## src/rtl/dw_weight_sched_pkg.sv

```systemverilog
// Shared types and sizing helpers for the depthwise weight-fetch scheduler.
package dw_sched_pkg;

    typedef enum logic [2:0] {
        S_IDLE    = 3'd0,
        S_SETADDR = 3'd1,
        S_LOAD    = 3'd2,
        S_FILL    = 3'd3,
        S_HOLD    = 3'd4,
        S_DONE    = 3'd5
    } state_t;

    function automatic int unsigned nwords(input int unsigned ksize);
        return ksize * ksize;
    endfunction

    // Bytes occupied by one channel's kernel in the weight buffer.
    function automatic int unsigned stride(input int unsigned ksize, input int unsigned dw);
        return ksize * ksize * (dw / 8);
    endfunction

    localparam int unsigned DEF_KSIZE = 3;
    localparam int unsigned BEAT_CW   = $clog2(nwords(DEF_KSIZE) + 1);

endpackage

```

## src/rtl/dw_weight_sched_if.sv

```systemverilog
// Layer-controller / weight-buffer / PE signal bundle for the scheduler.
interface dw_weight_sched_if
    import dw_sched_pkg::*;
#(
    parameter int unsigned AW  = 32,
    parameter int unsigned CHW = 10
) ();
    logic           start;
    logic [AW-1:0]  base_addr;
    logic [CHW-1:0] num_ch;
    logic           rvalid;
    logic           ch_done;
    logic [AW-1:0]  init_addr;
    logic           init_addr_en;
    logic           weight_load;
    logic           w_valid;
    logic [CHW-1:0] cur_ch;
    logic           busy;
    logic           layer_done;
    logic           err_beat;

    modport master (
        output start, base_addr, num_ch, rvalid, ch_done,
        input  init_addr, init_addr_en, weight_load, w_valid, cur_ch, busy, layer_done, err_beat
    );

    modport slave (
        input  start, base_addr, num_ch, rvalid, ch_done,
        output init_addr, init_addr_en, weight_load, w_valid, cur_ch, busy, layer_done, err_beat
    );
endinterface

```

## src/rtl/dw_weight_sched_beat_cnt.sv

```systemverilog
// Read-beat counter: clear, increment, flag the beat that completes one kernel.
module dw_beat_cnt
    import dw_sched_pkg::*;
#(
    parameter int unsigned NWORDS = 9
) (
    input  logic clk,
    input  logic rst_n,
    input  logic i_clr,
    input  logic i_inc,
    output logic o_last_beat_c
);
    localparam int unsigned    CW   = $clog2(NWORDS + 1);
    localparam logic [CW-1:0]  LAST = CW'(NWORDS - 1);

    logic [CW-1:0] r_cnt;

    always_ff @(posedge clk) begin
        if (!rst_n)      r_cnt <= '0;
        else if (i_clr)  r_cnt <= '0;
        else if (i_inc)  r_cnt <= r_cnt + CW'(1);
    end

    assign o_last_beat_c = i_inc && (r_cnt == LAST);
endmodule

```

## src/rtl/dw_weight_sched.sv

```systemverilog
// Per-layer weight-fetch scheduler: walks channels, programs address, loads and holds one kernel each.
module dw_weight_sched
    import dw_sched_pkg::*;
#(
    parameter int unsigned DW    = 32,
    parameter int unsigned AW    = 32,
    parameter int unsigned KSIZE = 3,
    parameter int unsigned CHW   = 10
) (
    input  logic              clk,
    input  logic              rst_n,
    dw_weight_sched_if.slave  bus
);
    localparam int unsigned   NWORDS = nwords(KSIZE);
    localparam logic [AW-1:0] STRIDE = AW'(stride(KSIZE, DW));

    state_t         r_state, w_state_n;
    logic [AW-1:0]  r_addr, w_addr_n;
    logic [AW-1:0]  r_init_addr, w_init_addr_n;
    logic [CHW-1:0] r_num_ch, w_num_ch_n;
    logic [CHW-1:0] r_cur_ch, w_cur_ch_n;
    logic           r_err, w_err_n;
    logic           r_init_addr_en, r_weight_load, r_w_valid, r_busy, r_layer_done;
    logic           w_beat_clr, w_beat_inc, w_last_beat, w_last_ch;

    assign w_beat_clr = (r_state == S_LOAD);
    assign w_beat_inc = (r_state == S_FILL) && bus.rvalid;
    assign w_last_ch  = (r_cur_ch == (r_num_ch - CHW'(1)));

    dw_beat_cnt #(.NWORDS(NWORDS)) u_beat_cnt (
        .clk           (clk),
        .rst_n         (rst_n),
        .i_clr         (w_beat_clr),
        .i_inc         (w_beat_inc),
        .o_last_beat_c (w_last_beat)
    );

    // Next-state, address accumulator and sticky error.
    always_comb begin
        w_state_n  = r_state;
        w_addr_n   = r_addr;
        w_num_ch_n = r_num_ch;
        w_cur_ch_n = r_cur_ch;
        w_err_n    = r_err;
        case (r_state)
            S_IDLE: begin
                if (bus.start) begin
                    w_addr_n   = bus.base_addr;
                    w_num_ch_n = bus.num_ch;
                    w_cur_ch_n = '0;
                    w_err_n    = 1'b0;
                    w_state_n  = (bus.num_ch == '0) ? S_DONE : S_SETADDR;
                end
            end
            S_SETADDR: w_state_n = S_LOAD;
            S_LOAD:    w_state_n = S_FILL;
            S_FILL:    if (w_last_beat) w_state_n = S_HOLD;
            S_HOLD: begin
                if (bus.ch_done) begin
                    if (w_last_ch) begin
                        w_state_n = S_DONE;
                    end else begin
                        w_cur_ch_n = r_cur_ch + CHW'(1);
                        w_addr_n   = r_addr + STRIDE;
                        w_state_n  = S_SETADDR;
                    end
                end
            end
            S_DONE:    w_state_n = S_IDLE;
            default:   w_state_n = S_IDLE;
        endcase
        if (bus.rvalid && (r_state != S_FILL)) w_err_n = 1'b1;
        w_init_addr_n = (w_state_n == S_SETADDR) ? w_addr_n : r_init_addr;
    end

    // State and registered outputs, decoded from the next state.
    always_ff @(posedge clk) begin
        if (!rst_n) begin
            r_state        <= S_IDLE;
            r_addr         <= '0;
            r_init_addr    <= '0;
            r_num_ch       <= '0;
            r_cur_ch       <= '0;
            r_err          <= 1'b0;
            r_init_addr_en <= 1'b0;
            r_weight_load  <= 1'b0;
            r_w_valid      <= 1'b0;
            r_busy         <= 1'b0;
            r_layer_done   <= 1'b0;
        end else begin
            r_state        <= w_state_n;
            r_addr         <= w_addr_n;
            r_init_addr    <= w_init_addr_n;
            r_num_ch       <= w_num_ch_n;
            r_cur_ch       <= w_cur_ch_n;
            r_err          <= w_err_n;
            r_init_addr_en <= (w_state_n == S_SETADDR);
            r_weight_load  <= (w_state_n == S_LOAD);
            r_w_valid      <= (w_state_n == S_HOLD);
            r_busy         <= (w_state_n != S_IDLE);
            r_layer_done   <= (w_state_n == S_DONE);
        end
    end

    assign bus.init_addr    = r_init_addr;
    assign bus.init_addr_en = r_init_addr_en;
    assign bus.weight_load  = r_weight_load;
    assign bus.w_valid      = r_w_valid;
    assign bus.cur_ch       = r_cur_ch;
    assign bus.busy         = r_busy;
    assign bus.layer_done   = r_layer_done;
    assign bus.err_beat     = r_err;
endmodule

```

## src/flat_wrapper.sv

```systemverilog
// flat-port wrapper written by rule: the top's interface ports become plain ports
module dw_weight_sched_flat import dw_sched_pkg::*;
#(
    parameter int unsigned DW    = 32,
    parameter int unsigned AW    = 32,
    parameter int unsigned KSIZE = 3,
    parameter int unsigned CHW   = 10
)
  (clk, rst_n, bus_start, bus_base_addr, bus_num_ch, bus_rvalid, bus_ch_done, bus_init_addr, bus_init_addr_en, bus_weight_load, bus_w_valid, bus_cur_ch, bus_busy, bus_layer_done, bus_err_beat);
  dw_weight_sched_if #(.AW(AW), .CHW(CHW)) bus_i ();
  input  logic clk;
  input  logic rst_n;
  input wire logic [$bits(bus_i.start)-1:0] bus_start;
  input wire logic [$bits(bus_i.base_addr)-1:0] bus_base_addr;
  input wire logic [$bits(bus_i.num_ch)-1:0] bus_num_ch;
  input wire logic [$bits(bus_i.rvalid)-1:0] bus_rvalid;
  input wire logic [$bits(bus_i.ch_done)-1:0] bus_ch_done;
  output wire logic [$bits(bus_i.init_addr)-1:0] bus_init_addr;
  output wire logic [$bits(bus_i.init_addr_en)-1:0] bus_init_addr_en;
  output wire logic [$bits(bus_i.weight_load)-1:0] bus_weight_load;
  output wire logic [$bits(bus_i.w_valid)-1:0] bus_w_valid;
  output wire logic [$bits(bus_i.cur_ch)-1:0] bus_cur_ch;
  output wire logic [$bits(bus_i.busy)-1:0] bus_busy;
  output wire logic [$bits(bus_i.layer_done)-1:0] bus_layer_done;
  output wire logic [$bits(bus_i.err_beat)-1:0] bus_err_beat;
  assign bus_i.start = bus_start;
  assign bus_i.base_addr = bus_base_addr;
  assign bus_i.num_ch = bus_num_ch;
  assign bus_i.rvalid = bus_rvalid;
  assign bus_i.ch_done = bus_ch_done;
  assign bus_init_addr = bus_i.init_addr;
  assign bus_init_addr_en = bus_i.init_addr_en;
  assign bus_weight_load = bus_i.weight_load;
  assign bus_w_valid = bus_i.w_valid;
  assign bus_cur_ch = bus_i.cur_ch;
  assign bus_busy = bus_i.busy;
  assign bus_layer_done = bus_i.layer_done;
  assign bus_err_beat = bus_i.err_beat;
  dw_weight_sched #(.DW(DW), .AW(AW), .KSIZE(KSIZE), .CHW(CHW)) u_core (.clk(clk), .rst_n(rst_n), .bus(bus_i));
endmodule
```

## config.mk

```make
export PLATFORM = sky130hd
export DESIGN_NAME = dw_weight_sched_flat
export DESIGN_NICKNAME = d
export VERILOG_FILES = /design/src/rtl/dw_weight_sched_pkg.sv /design/src/rtl/dw_weight_sched_if.sv /design/src/rtl/dw_weight_sched_beat_cnt.sv /design/src/rtl/dw_weight_sched.sv /design/src/flat_wrapper.sv
export SDC_FILE = /design/constraint.sdc
export NUM_CORES = 1
export LEC_CHECK = 0
export ABC_AREA = 1
export BUFFER_PORTS_ARGS = -buffer_cell sky130_fd_sc_hd__buf_2
export CAP_MARGIN = 5
export CORE_MARGIN = 3
export CORE_UTILIZATION = 57
export DETAILED_ROUTE_END_ITERATION = 8
export PLACE_DENSITY_LB_ADDON = 0.12
export SLEW_MARGIN = 25
export SYNTH_ARGS = -nofsm -noshare
export SYNTH_HDL_FRONTEND = slang
export SYNTH_SLANG_ARGS = --single-unit
```

## constraint.sdc

```tcl
create_clock -name clk -period 2.45 [get_ports clk]
set_input_delay 0.49 -clock clk [delete_from_list [all_inputs] [get_ports clk]]
set_output_delay 0.49 -clock clk [all_outputs]
set_load 0.005 [all_outputs]
```

# [Word-level counts from Yosys, hierarchy flattened]
# Index checks and enable logic that the tools add are counted.
[classes] add_sub_neg=4 mul=0 n_div=0 magnitude_cmp=0 n_eq_ne=14 shift=0 muxes=17 bitwise_logic=1 reduce_logical=13
[op_table] operator="$mux 32" n=3
[op_table] operator="$pmux 32 s2" n=1
[op_table] operator="$add 32x6->32 const B" n=1
[op_table] operator="$mux 10" n=3
[op_table] operator="$pmux 10 s2" n=1
[op_table] operator="$mux 3" n=5
[op_table] operator="$pmux 3 s5" n=1
[op_table] operator="$add 10x1->10 const B" n=1
[op_table] operator="$eq 10x10->1" n=1
[op_table] operator="$logic_not 10->1" n=1
[op_table] operator="$sub 10x1->10 const B" n=1
[op_table] operator="$eq 3x2->1 const B" n=3
[op_table] operator="$eq 3x3->1 const B" n=3
[op_table] operator="$eq 3x1->1 const B" n=2
[op_table] operator="$ne 2x2->1 const B" n=3
[op_table] operator="$reduce_bool 2->1" n=3
[op_table] operator="$add 4x1->4 const B" n=1
[op_table] operator="$eq 4x4->1 const B" n=1
[op_table] operator="$reduce_and 2->1" n=2
[op_table] operator="$reduce_and 4->1" n=1
[op_table] operator="$logic_and 1x1->1" n=3
[op_table] operator="$logic_not 3->1" n=1
[op_table] operator="$mux 1" n=3
[op_table] operator="$ne 3x2->1 const B" n=1
[op_table] operator="other kinds (3)" n=3
[word_totals] reg_bits=97 latchBits=0 ram_bits=0 romBits=0 input_bits=47 output_inout_bits=48 elab_cells=61 memories=0

# [Longest topological paths before layout]
# Gate-level depths: netlist (run 1).
[depth] ltp_word=6 mapped_depth=19 depth_no_buf=18

# [Cells and area by module]
# From an unflattened synthesis (run 1), not the netlist that was laid out.
[hier_totals] hier_cells=934 hier_area_um2=5745.5
[modules_own_cells] module="dw_weight_sched" n_inst=1 cells_each=906 area_each_um2=5544.1
[modules_own_cells] module="dw_beat_cnt" n_inst=1 cells_each=28 area_each_um2=201.4

# [Worst setup path before layout (run 1)]
# Ideal clock, no wire load.
[synth_path] path_kind="register to register" startpoint="register u_core.r_num_ch[0]" endpoint="register u_core.r_init_addr[10], in the netlist u_core.bus.init_addr[10]" setup_ns=0.109 t_arrival_ns=1.997 required_ns=2.341 path_slack_ns=0.344 stages_incl_launch_ff=16 cell_sequence="dfxtp_1 inv_1 ha_1 nand3_2 nor2_1 xnor2_1 inv_2 nor2_8 nand3_4 nand2_2 nand2_2 nand3_4 buf_2 a21oi_1 nand2_1 inv_1"
[synth_via] elab_chain_len=6 elab_cells_between_ends=9
[synth_rtl] element="start, declared" line="dw_weight_sched.sv:20" text="logic [CHW-1:0] r_num_ch, w_num_ch_n;"
[synth_rtl] element="start signal, assigned" line="dw_weight_sched.sv:94" text="r_num_ch <= w_num_ch_n;"
[synth_rtl] element="$sub 10x1->10 *" line="dw_weight_sched.sv:28" text="assign w_last_ch = (r_cur_ch == (r_num_ch - CHW'(1)));"
[synth_rtl] element="$eq 10x10->1 *" line="dw_weight_sched.sv:28"
[synth_rtl] element="$mux 3" line="dw_weight_sched.sv:60" text="if (w_last_ch) begin"
[synth_rtl] element="$mux 3" line="dw_weight_sched.sv:59" text="if (bus.ch_done) begin"
[synth_rtl] element="$pmux 3 s5" line="dw_weight_sched.sv:45" text="case (r_state)"
[synth_rtl] element="$eq 3x1->1" line="dw_weight_sched.sv:73" text="w_init_addr_n = (w_state_n == S_SETADDR) ? w_addr_n : r_init_addr;"
[synth_rtl] element="end signal, assigned" line="dw_weight_sched.sv:93" text="r_init_addr <= w_init_addr_n;"
[synth_rtl] element="end, declared" line="dw_weight_sched.sv:19" text="logic [AW-1:0] r_init_addr, w_init_addr_n;"
# Mark *: on every way between the ends. The rest lies on a longest branch, timed or not.
# A chain may end at the register's enable or synchronous reset.

# [Worst setup path in the final report (run 1)]
[layout_path] startpoint="register u_core.r_addr[2]" endpoint="register u_core.r_init_addr[18], in the netlist u_core.bus.init_addr[18]"
[layout_via] elab_chain_len=4
[layout_rtl] element="start, declared" line="dw_weight_sched.sv:18" text="logic [AW-1:0] r_addr, w_addr_n;"
[layout_rtl] element="start signal, assigned" line="dw_weight_sched.sv:92" text="r_addr <= w_addr_n;"
[layout_rtl] element="$add 32x6->32" line="dw_weight_sched.sv:64" text="w_addr_n = r_addr + STRIDE;"
[layout_rtl] element="$mux 32" line="dw_weight_sched.sv:60"
[layout_rtl] element="$mux 32" line="dw_weight_sched.sv:59"
[layout_rtl] element="$pmux 32 s2" line="dw_weight_sched.sv:45"
# No other way between the ends.

==> flow_metrics.tcl, run 1 <==
set metrics [dict create \
    hp-class "in -> reg" \
    grtUsageMet2 0.465 \
    finalMaxSlewViolations 0 \
    grt_max_degree 67 \
    use_met3 0.0462 \
    synth-seq-area-share 0.329 \
    cts_buffer_depth 2 \
    hold_ws_ns 0.367 \
    p_sw_mw 1.34 \
    fin_crit_ns 2.20 \
    multi_input_area_mm2 0.00320 \
    syn_inst 933 \
    fin_skew_ns 0.0121 \
    ys_ff_latch 97 \
    cts.clk_slew.worst_paths_ns 0.10 \
    vias 6105 \
    rows 36 \
    fill_cells 982 \
    drive_gt1_frac 0.149 \
    crit_type "reg -> reg" \
    synth_nets 985 \
    busiest_layer "met2" \
    status "completed" \
    diodes 0 \
    io_pins 95 \
    grt_pass1_vias 5813 \
    netlist_area_mm2 0.00590 \
    synthMuxAreaShare 0.00170 \
    drc_errors 0 \
    power_frac_seq 0.465 \
    synth_top_family_by_area "simple AND/OR/NAND/NOR gates" \
    max-cap-violations 0 \
    rsz0062_at_grt "false" \
    routedWlPerCell_um 12.6 \
    arrival_ns 2.48 \
    leakage_nw 3.28 \
    grtUsageMet1 0.323 \
    grt_pass1_wl_mm 25.5 \
    die_y_um 108 \
    wirelength_mm 14.6 \
    swShare 0.340 \
    syn_to_final_growth_pct 14.4 \
    io_buffers 94 \
    power.internal_mw 2.59 \
    dp_cells 1142 \
    hold_viol 0 \
    cts_resized 0 \
    drt_pass1_iterations 4 \
    overflow 0 \
    path_max_fanout 5 \
    cts_hold_buf 0 \
    critPathLaunchType "flop" \
    endpoint_kind "flop" \
    power_frac_comb 0.253 \
    synth_compound_area_frac 0.128 \
    critPathMaxStageDelay_ns 0.42 \
    path_common_cell "nand2_1" \
    slew_headroom 0.674 \
    start_util 0.596 \
    postCtsSetupBuffers 0 \
    clockPowerShare 0.282 \
    power_density_mw_per_mm2 581 \
    path_cells "ha_1 -> nand2_1 -> nand2_1 -> nand2_1 -> nor2_1 -> nand3_1 -> nor4_1 -> nand3_1 -> nand2_1 -> nand2_1 -> nand2_1 -> nand3_1 -> nand2_1 -> inv_1" \
    final_antenna_net_count 0 \
    synth_enable_flop_cells 0 \
    yosys.area_share.simple 0.362 \
    max_freq_mhz 455 \
    ys_async_sr_fraction 0 \
    tightest_slew_ns 0.488 \
    coreArea_mm2 0.00991 \
    antenna_found_initial 1 \
    syn-mean-instance-area_um2 6.33 \
    ys.flop_type "dfxtp_1" \
    cts_htree_levels 3 \
    dpl-instance-area_mm2 0.00653 \
    yosys_warnings 0 \
    cp.required_ns 2.73 \
    ir_worst_vdd_mv 0.462 \
    grt_use_total 0.265 \
    fin_util 0.682 \
    chipWidth_um 108 \
    hpwlAfterDp_mm 10.9 \
    finalNonFillerCells 1158 \
    synth_fa_ha_area_frac 0.0106 \
    fin_area_mm2 0.00676 \
    place_congestion 1.01 \
    root_buffer "clkbuf_8" \
    drt-initial-drc-count 263 \
    clock_latency_ns 0.38 \
    cts_made_buffers 9 \
    cts_tree "built" \
    finalSetupViolCount 0 \
    fin_nets 1072 \
    cp_slowest_cell "dfxtp_1" \
    seq_area_mm2 0.00194 \
    fin_crit_sh 0.897 \
    synth_xor_area_frac 0.0371 \
    tns_ns 0 \
    synth.distinct_cells 38 \
    clock-sinks 97 \
    via_per_inst 5.27 \
    die_area_mm2 0.0116 \
]
[per-stage QoR]
stage               total power, mW  worst slack, ns
floorplan                      2.56            0.344
global placement               2.83            0.235
detailed placement             2.84            0.178
CTS                            3.95            0.109
global route                   4.18          0.00191
finish                         3.93            0.252
[critical path, delay by kind of cell (launching register included)]
kind / cells / cell delay [ns]
AND/OR/NAND/NOR: 12 / 1.40
flip-flops: 1 / 0.42
adder cells (fa/ha/maj): 1 / 0.24
buffers and inverters: 1 / 0.04
[layout make-up]
| cell class | instances | area share |
|---|---|---|
| Multi-Input combinational cell | 640 | 0.474 |
| Sequential cell | 97 | 0.287 |
| Timing Repair Buffer | 115 | 0.0954 |
| Inverter | 157 | 0.0872 |
| Tap cell | 133 | 0.0246 |
| Clock buffer | 9 | 0.0183 |
| Clock inverter | 7 | 0.0126 |
[metal layers]
metal / wire length [µm] / vias to the layer above
li1: - / 3193
met1: 6440 / 2757
met2: 7230 / 125
met3: 682 / 28
met4: 262 / 2
met5: 7 / -
[cell usage after synthesis (3+ instances only)]
| cell | number | area, µm² |
|---|---|---|
| clkbuf_1 | 21 | 78.8 |
| inv_1 | 153 | 574 |
| buf_6 | 3 | 33.8 |
| buf_1 | 4 | 15.0 |
| dfxtp_1 | 97 | 1940 |
| nor4_1 | 5 | 31.3 |
| a21oi_1 | 81 | 405 |
| inv_2 | 3 | 11.3 |
| xor2_1 | 22 | 193 |
| ha_1 | 5 | 62.6 |
| xnor2_1 | 3 | 26.3 |
| a22oi_1 | 29 | 218 |
| o21ai_0 | 17 | 85.1 |
| nand2_2 | 4 | 25.0 |
| buf_2 | 9 | 45.0 |
| nand2_1 | 229 | 860 |
| nand3_1 | 109 | 546 |
| nand4_1 | 29 | 181 |
| a211oi_1 | 3 | 22.5 |
| nor3_1 | 19 | 95.1 |
| nor2_1 | 65 | 244 |
[final timing paths]
path / cells after the start / slack (ns) / to / startpoint
worst min register to register: 2 / 0.48 / u_core.bus.init_addr[0]$_SDFFE_PN0N_ / u_core.bus.init_addr[0]$_SDFFE_PN0N_
worst max register to register: 14 / 0.25 / u_core.bus.init_addr[18]$_SDFFE_PN0N_ / u_core.r_addr[2]$_SDFF_PN0_
worst max-delay path: 14 / 0.25 / u_core.bus.init_addr[18]$_SDFFE_PN0N_ / u_core.r_addr[2]$_SDFF_PN0_
worst min-delay path: 3 / 0.37 / u_core.r_num_ch[4]$_SDFFE_PN0P_ / bus_num_ch[4]
[sequential cells by signal (all words and copies together) (netlist names)]
name	cells
u_core.bus.busy	1
u_core.bus.cur_ch	10
u_core.bus.err_beat	1
u_core.bus.init_addr	32
u_core.bus.init_addr_en	1
u_core.bus.layer_done	1
u_core.bus.w_valid	1
u_core.bus.weight_load	1
u_core.r_addr	32
u_core.r_num_ch	10
u_core.r_state	3
u_core.u_beat_cnt.r_cnt	4
[kinds of logic (layout without fill, tap and decap cells)]
kind of cell / after synthesis / count (layout)
flops: 97 / 97
xor+xnor: 25 / 25
fa+ha+maj: 5 / 5
compound gates: 133 / 133
buf+inv: 196 / 288
simple gates: 476 / 476
mux: 1 / 1
[cells in the final DEF (no fill, tap or decap), types with 5 or more instances in the layout]
master    instances
nand4_1          29
buf_4            19
o21ai_0          16
inv_2             5
nand3_1         109
a21oi_1          81
a22oi_1          29
dfxtp_1          97
nor4_1            5
nor2_1           64
xor2_1           22
buf_2            94
clkbuf_8          9
nor3_1           19
nand2_1         229
inv_1           151
[power by group through the flow]
stage,Combinational (mW),Sequential [mW],Clock [mW]
3_5_place_dp,0.982,1.86,0
3_3_place_gp,0.967,1.86,0
2_1_floorplan,0.707,1.85,0
6_report,0.994,1.83,1.11
4_1_cts,0.988,1.83,1.13
5_1_grt,1.15,1.84,1.18
(Power assumes the default switching activity.)
==> run 2: changes to the inputs <==
--- a/config.mk
+++ b/config.mk
@@ -12,6 +12,7 @@
 export CORE_UTILIZATION = 57
 export DETAILED_ROUTE_END_ITERATION = 8
 export PLACE_DENSITY_LB_ADDON = 0.12
+export RECOVER_POWER = 25
 export SLEW_MARGIN = 25
 export SYNTH_ARGS = -nofsm -noshare
 export SYNTH_HDL_FRONTEND = slang
==> flow_metrics.tcl, run 2 (synthesized netlist as in run 1, its figures left out) <==
set metrics [dict create \
    status "completed" \
    grt_pass1_wl_mm 25.5 \
    vias 6117 \
    path_max_fanout 5 \
    start_util 0.596 \
    syn_to_final_growth_pct 14.2 \
    cts_tree "built" \
    arrival_ns 2.47 \
    endpoint_kind "flop" \
    hold_viol 0 \
    layout_common_cells "nand2_1 (229), inv_1 (151), nand3_1 (109)" \
    max-cap-violations 0 \
    busiest_layer "met2" \
    finalMaxSlewViolations 0 \
    root_buffer "clkbuf_8" \
    grt_pass1_vias 5813 \
    io_buffers 94 \
    hp-class "in -> reg" \
    cts_hold_buf 0 \
    fin_util 0.680 \
    cts_htree_levels 3 \
    r2r.worst_path.cells 14 \
    hold_ws_ns 0.367 \
    clock-sinks 97 \
    grt_use_total 0.265 \
    critPathLaunchType "flop" \
    startpoint "u_core.r_addr[2]$_SDFF_PN0_" \
    fin_nets 1072 \
    rows 36 \
    drc_errors 0 \
    max_freq_mhz 456 \
    chipWidth_um 108 \
    finalSetupViolCount 0 \
    crit_path_end "u_core.bus.init_addr[18]$_SDFFE_PN0N_" \
    final_antenna_net_count 0 \
    rsz0062_at_grt "false" \
    drive_gt1_frac 0.139 \
    grtUsageMet1 0.323 \
    place_congestion 1.01 \
    fin_crit_ns 2.19 \
    grtUsageMet2 0.465 \
    io_pins 95 \
    leakage_nw 3.24 \
    drt-initial-drc-count 260 \
    cts.clk_slew.worst_paths_ns 0.10 \
    antenna_found_initial 1 \
    tightest_slew_ns 0.491 \
    cts_buffer_depth 2 \
    cts_made_buffers 9 \
    overflow 0 \
    fin_crit_sh 0.896 \
    cp.required_ns 2.73 \
    cts_resized 0 \
    via_per_inst 5.28 \
    crit_type "reg -> reg" \
    r2r_end "u_core.bus.init_addr[18]$_SDFFE_PN0N_" \
    fin_skew_ns 0.0128 \
    wirelength_mm 14.6 \
    die_area_mm2 0.0116 \
    grt_max_degree 67 \
    r2r-start "u_core.r_addr[2]$_SDFF_PN0_" \
    die_y_um 108 \
    final_common_cell "nand2_1" \
    tns_ns 0 \
    slew_headroom 0.672 \
    use_met3 0.0462 \
    drt_pass1_iterations 5 \
    diodes 0 \
    reg2reg_setup_slack_ns 0.26 \
    ir_worst_vdd_mv 0.462 \
    clock_latency_ns 0.38 \
    postCtsSetupBuffers 0 \
    coreArea_mm2 0.00991 \
    power_density_mw_per_mm2 582 \
    routedWlPerCell_um 12.6 \
    hpwlAfterDp_mm 10.9 \
]
## run 2: cell count changes in the layout (fill, tap and decap cells not counted), sizes merged
cell / before / now
clkbuf: 9 / 20
buf: 115 / 104
## run 2: worst min path at each step
stage	startpoint	end	slack, ns	depth (start not counted)
CTS	bus_num_ch[4]	u_core.r_num_ch[4]$_SDFFE_PN0P_	0.35	3
global placement	u_core.bus.init_addr[0]$_SDFFE_PN0N_	u_core.bus.init_addr[0]$_SDFFE_PN0N_	0.45	2
floorplan	u_core.r_num_ch[8]$_SDFFE_PN0P_	u_core.r_num_ch[8]$_SDFFE_PN0P_	0.46	2
global route	bus_num_ch[4]	u_core.r_num_ch[4]$_SDFFE_PN0P_	0.36	3
finish	bus_num_ch[4]	u_core.r_num_ch[4]$_SDFFE_PN0P_	0.37	3
detailed placement	u_core.bus.init_addr[0]$_SDFFE_PN0N_	u_core.bus.init_addr[0]$_SDFFE_PN0N_	0.47	2
## run 2: power by group
group,total [mW],internal (mW),switching [mW]
registers,1.83,1.71,0.113
logic,0.989,0.379,0.610
clock network,1.11,0.492,0.613
total,3.92,2.59,1.34
## run 2: metal layers
| metal | up-vias | wire, µm |
|---|---|---|
| met5 | - | 7 |
| met1 | 2764 | 6490 |
| met3 | 30 | 627 |
| li1 | 3195 | - |
| met4 | 2 | 291 |
| met2 | 126 | 7200 |
## run 2: final cells by class
class	count	area, µm²
Clock buffer	9	124
Clock inverter	7	85.1
Fill cell	989	3170
Inverter	157	589
Multi-Input combinational cell	640	3200
Sequential cell	97	1940
Tap cell	133	166
Timing Repair Buffer	115	631
## run 2: worst max-delay path, cell delays in order, from the launching register on
cell     delay [ns]
dfxtp_1        0.42
ha_1           0.24
nand2_1        0.07
nand2_1        0.13
nand2_1        0.11
nor2_1         0.15
nand3_1        0.15
nor4_1         0.32
nand3_1        0.12
nand2_1        0.07
nand2_1        0.04
nand2_1        0.09
nand3_1        0.07
nand2_1        0.07
inv_1          0.04
## run 2: per-stage QoR
step	power, mW	instances	setup slack (ns)	cell area (µm²)
finish	3.92	1158	0.255	6740
detailed placement	2.84	1142	0.178	6530
CTS	3.95	1158	0.109	6740
floorplan	2.56	933	0.344	5900
global placement	2.83	1142	0.235	6530
global route	4.17	1158	0.00191	6740
==> run 3: changes to the inputs <==
--- a/config.mk
+++ b/config.mk
@@ -6,12 +6,12 @@
 export NUM_CORES = 1
 export LEC_CHECK = 0
 export ABC_AREA = 1
-export BUFFER_PORTS_ARGS = -buffer_cell sky130_fd_sc_hd__buf_2
 export CAP_MARGIN = 5
 export CORE_MARGIN = 3
-export CORE_UTILIZATION = 57
+export CORE_UTILIZATION = 60
 export DETAILED_ROUTE_END_ITERATION = 8
-export PLACE_DENSITY_LB_ADDON = 0.12
+export DONT_BUFFER_PORTS = 1
+export PLACE_DENSITY = 0.76
 export RECOVER_POWER = 25
 export SLEW_MARGIN = 25
 export SYNTH_ARGS = -nofsm -noshare
==> constraint.sdc (replaced) <==
create_clock -name clk -period 2.8 [get_ports clk]
set_input_delay 0.56 -clock clk [delete_from_list [all_inputs] [get_ports clk]]
set_output_delay 0.56 -clock clk [all_outputs]
set_load 0.005 [all_outputs]
==> flow_metrics.tcl, run 3 (synthesized netlist as in run 1, its figures left out) <==
set metrics [dict create \
    fin_ws_ns 0.260 \
    r2r.worst_path.cells 16 \
    fin_nets 970 \
    layout_common_cells "nand2_1 (229), inv_1 (152), nand3_1 (109)" \
    cts_made_buffers 9 \
    grt_max_degree 66 \
    finalMaxSlewViolations 0 \
    cts.clk_slew.worst_paths_ns 0.10 \
    max_freq_mhz 394 \
    place_congestion 1.01 \
    root_buffer "clkbuf_8" \
    slew_headroom 0.665 \
    power_density_mw_per_mm2 527 \
    endpoint_kind "flop" \
    antenna_found_initial 0 \
    drive_gt1_frac 0.0531 \
    io_buffers 0 \
    fin_skew_ns 0.0137 \
    p_total_mw 3.26 \
    clock-sinks 97 \
    die_area_mm2 0.0111 \
    io_pins 95 \
    coreArea_mm2 0.00942 \
    cts_buffer_depth 2 \
    fin_crit_sh 0.907 \
    routedWlPerCell_um 14.1 \
    final_common_cell "nand2_1" \
    cts_resized 0 \
    critPathMaxStageDelay_ns 0.37 \
    tns_ns 0 \
    hpwlAfterDp_mm 10.9 \
    cts_tree "built" \
    drt_pass1_iterations 5 \
    wirelength_mm 14.9 \
    cts_htree_levels 3 \
    leakage_nw 2.79 \
    ir_worst_vdd_mv 0.329 \
    finalSetupViolCount 0 \
    rows 35 \
    hold_ws_ns 0.287 \
    die_y_um 105 \
    syn_to_final_growth_pct 4.73 \
    diodes 0 \
    drc_errors 0 \
    path_cells "inv_1 -> ha_1 -> inv_1 -> nand2_1 -> nand3_1 -> nand2_1 -> nor2_1 -> nand2_1 -> inv_1 -> nand3_4 -> nand2_2 -> nand2_2 -> nand3_4 -> inv_4 -> nand3_1 -> and2_1" \
    crit_type "reg -> reg" \
    tightest_slew_ns 0.501 \
    postCtsSetupBuffers 0 \
    arrival_ns 2.82 \
    fin_crit_ns 2.54 \
    grt_use_total 0.270 \
    via_per_inst 5.65 \
    min_path_cells 2 \
    clock_latency_ns 0.38 \
    vias 5943 \
    critPathLaunchType "flop" \
    pre_cts_ws_ns 0.115 \
    max-cap-violations 0 \
    start_util 0.627 \
    cts_hold_buf 0 \
    drt-initial-drc-count 285 \
    overflow 0 \
    hold_viol 0 \
    final_antenna_net_count 0 \
    status "completed" \
    chipWidth_um 105 \
    cp.required_ns 3.08 \
    grt_pass1_wl_mm 25.1 \
    grt_pass1_vias 5706 \
    hp-class "in -> reg" \
    cp_slowest_cell "inv_4" \
    path_max_fanout 31 \
]
## run 3: cell types whose count changed in the layout (fill, tap and decap cells not counted), sizes merged
cell	previous run	this run
clkinv	4	1
inv	159	160
clkbuf	20	9
buf	104	13
bufinv	1	0
clkinvlp	0	3
## run 3: metrics by stage
| step | instances | utilization | cell area, µm² |
|---|---|---|---|
| 2_1_floorplan | 933 | - | 5900 |
| 3_3_place_gp | 1036 | 0.637 | 5990 |
| 3_5_place_dp | 1036 | 0.637 | 5990 |
| 4_1_cts | 1052 | 0.656 | 6180 |
| 5_1_grt | 1052 | 0.657 | 6180 |
| 6_report | 1052 | 0.657 | 6180 |
## run 3: final timing paths
kind	start	endpoint	slack [ns]
hold / removal	rst_n	u_core.r_addr[3]$_SDFF_PN0_	0.29
setup / recovery	u_core.r_num_ch[0]$_SDFFE_PN0P_	u_core.bus.init_addr[2]$_SDFFE_PN0N_	0.26
hold reg to reg	u_core.bus.init_addr[0]$_SDFFE_PN0N_	u_core.bus.init_addr[0]$_SDFFE_PN0N_	0.49
setup reg to reg	u_core.r_num_ch[0]$_SDFFE_PN0P_	u_core.bus.init_addr[2]$_SDFFE_PN0N_	0.26
## run 3: area by class of cell
class / instances / area (µm²)
clock buffer: 9 / 124
clock inverter: 7 / 62.6
fill: 907 / 3230
inverter: 157 / 592
multi-input combinational: 640 / 3190
sequential: 97 / 1940
tap: 129 / 161
timing repair buffer: 13 / 110
## run 3: per-layer routing
layer  share of wire  wire length, µm  vias to the layer above  track usage
li1                -                -                     2988            -
met5               0                0                        -            0
met4           0.019              286                        0        0.100
met2            0.51             7630                      175        0.495
met3           0.057              846                       26       0.0593
met1            0.41             6120                     2754        0.303
## run 3: critical path: cells and delay by family (launching register included)
kind / cells / cell delay [ns]
DFF: 1 / 0.32
adders and majority gates: 1 / 0.29
and+or+nand+nor: 11 / 1.17
buffers and inverters: 4 / 0.64
## run 3: power breakdown
group	internal (mW)	switching (mW)	total, mW
Combinational	0.261	0.486	0.747
Clock	0.342	0.549	0.890
Sequential	1.50	0.119	1.62
Total	2.10	1.15	3.26
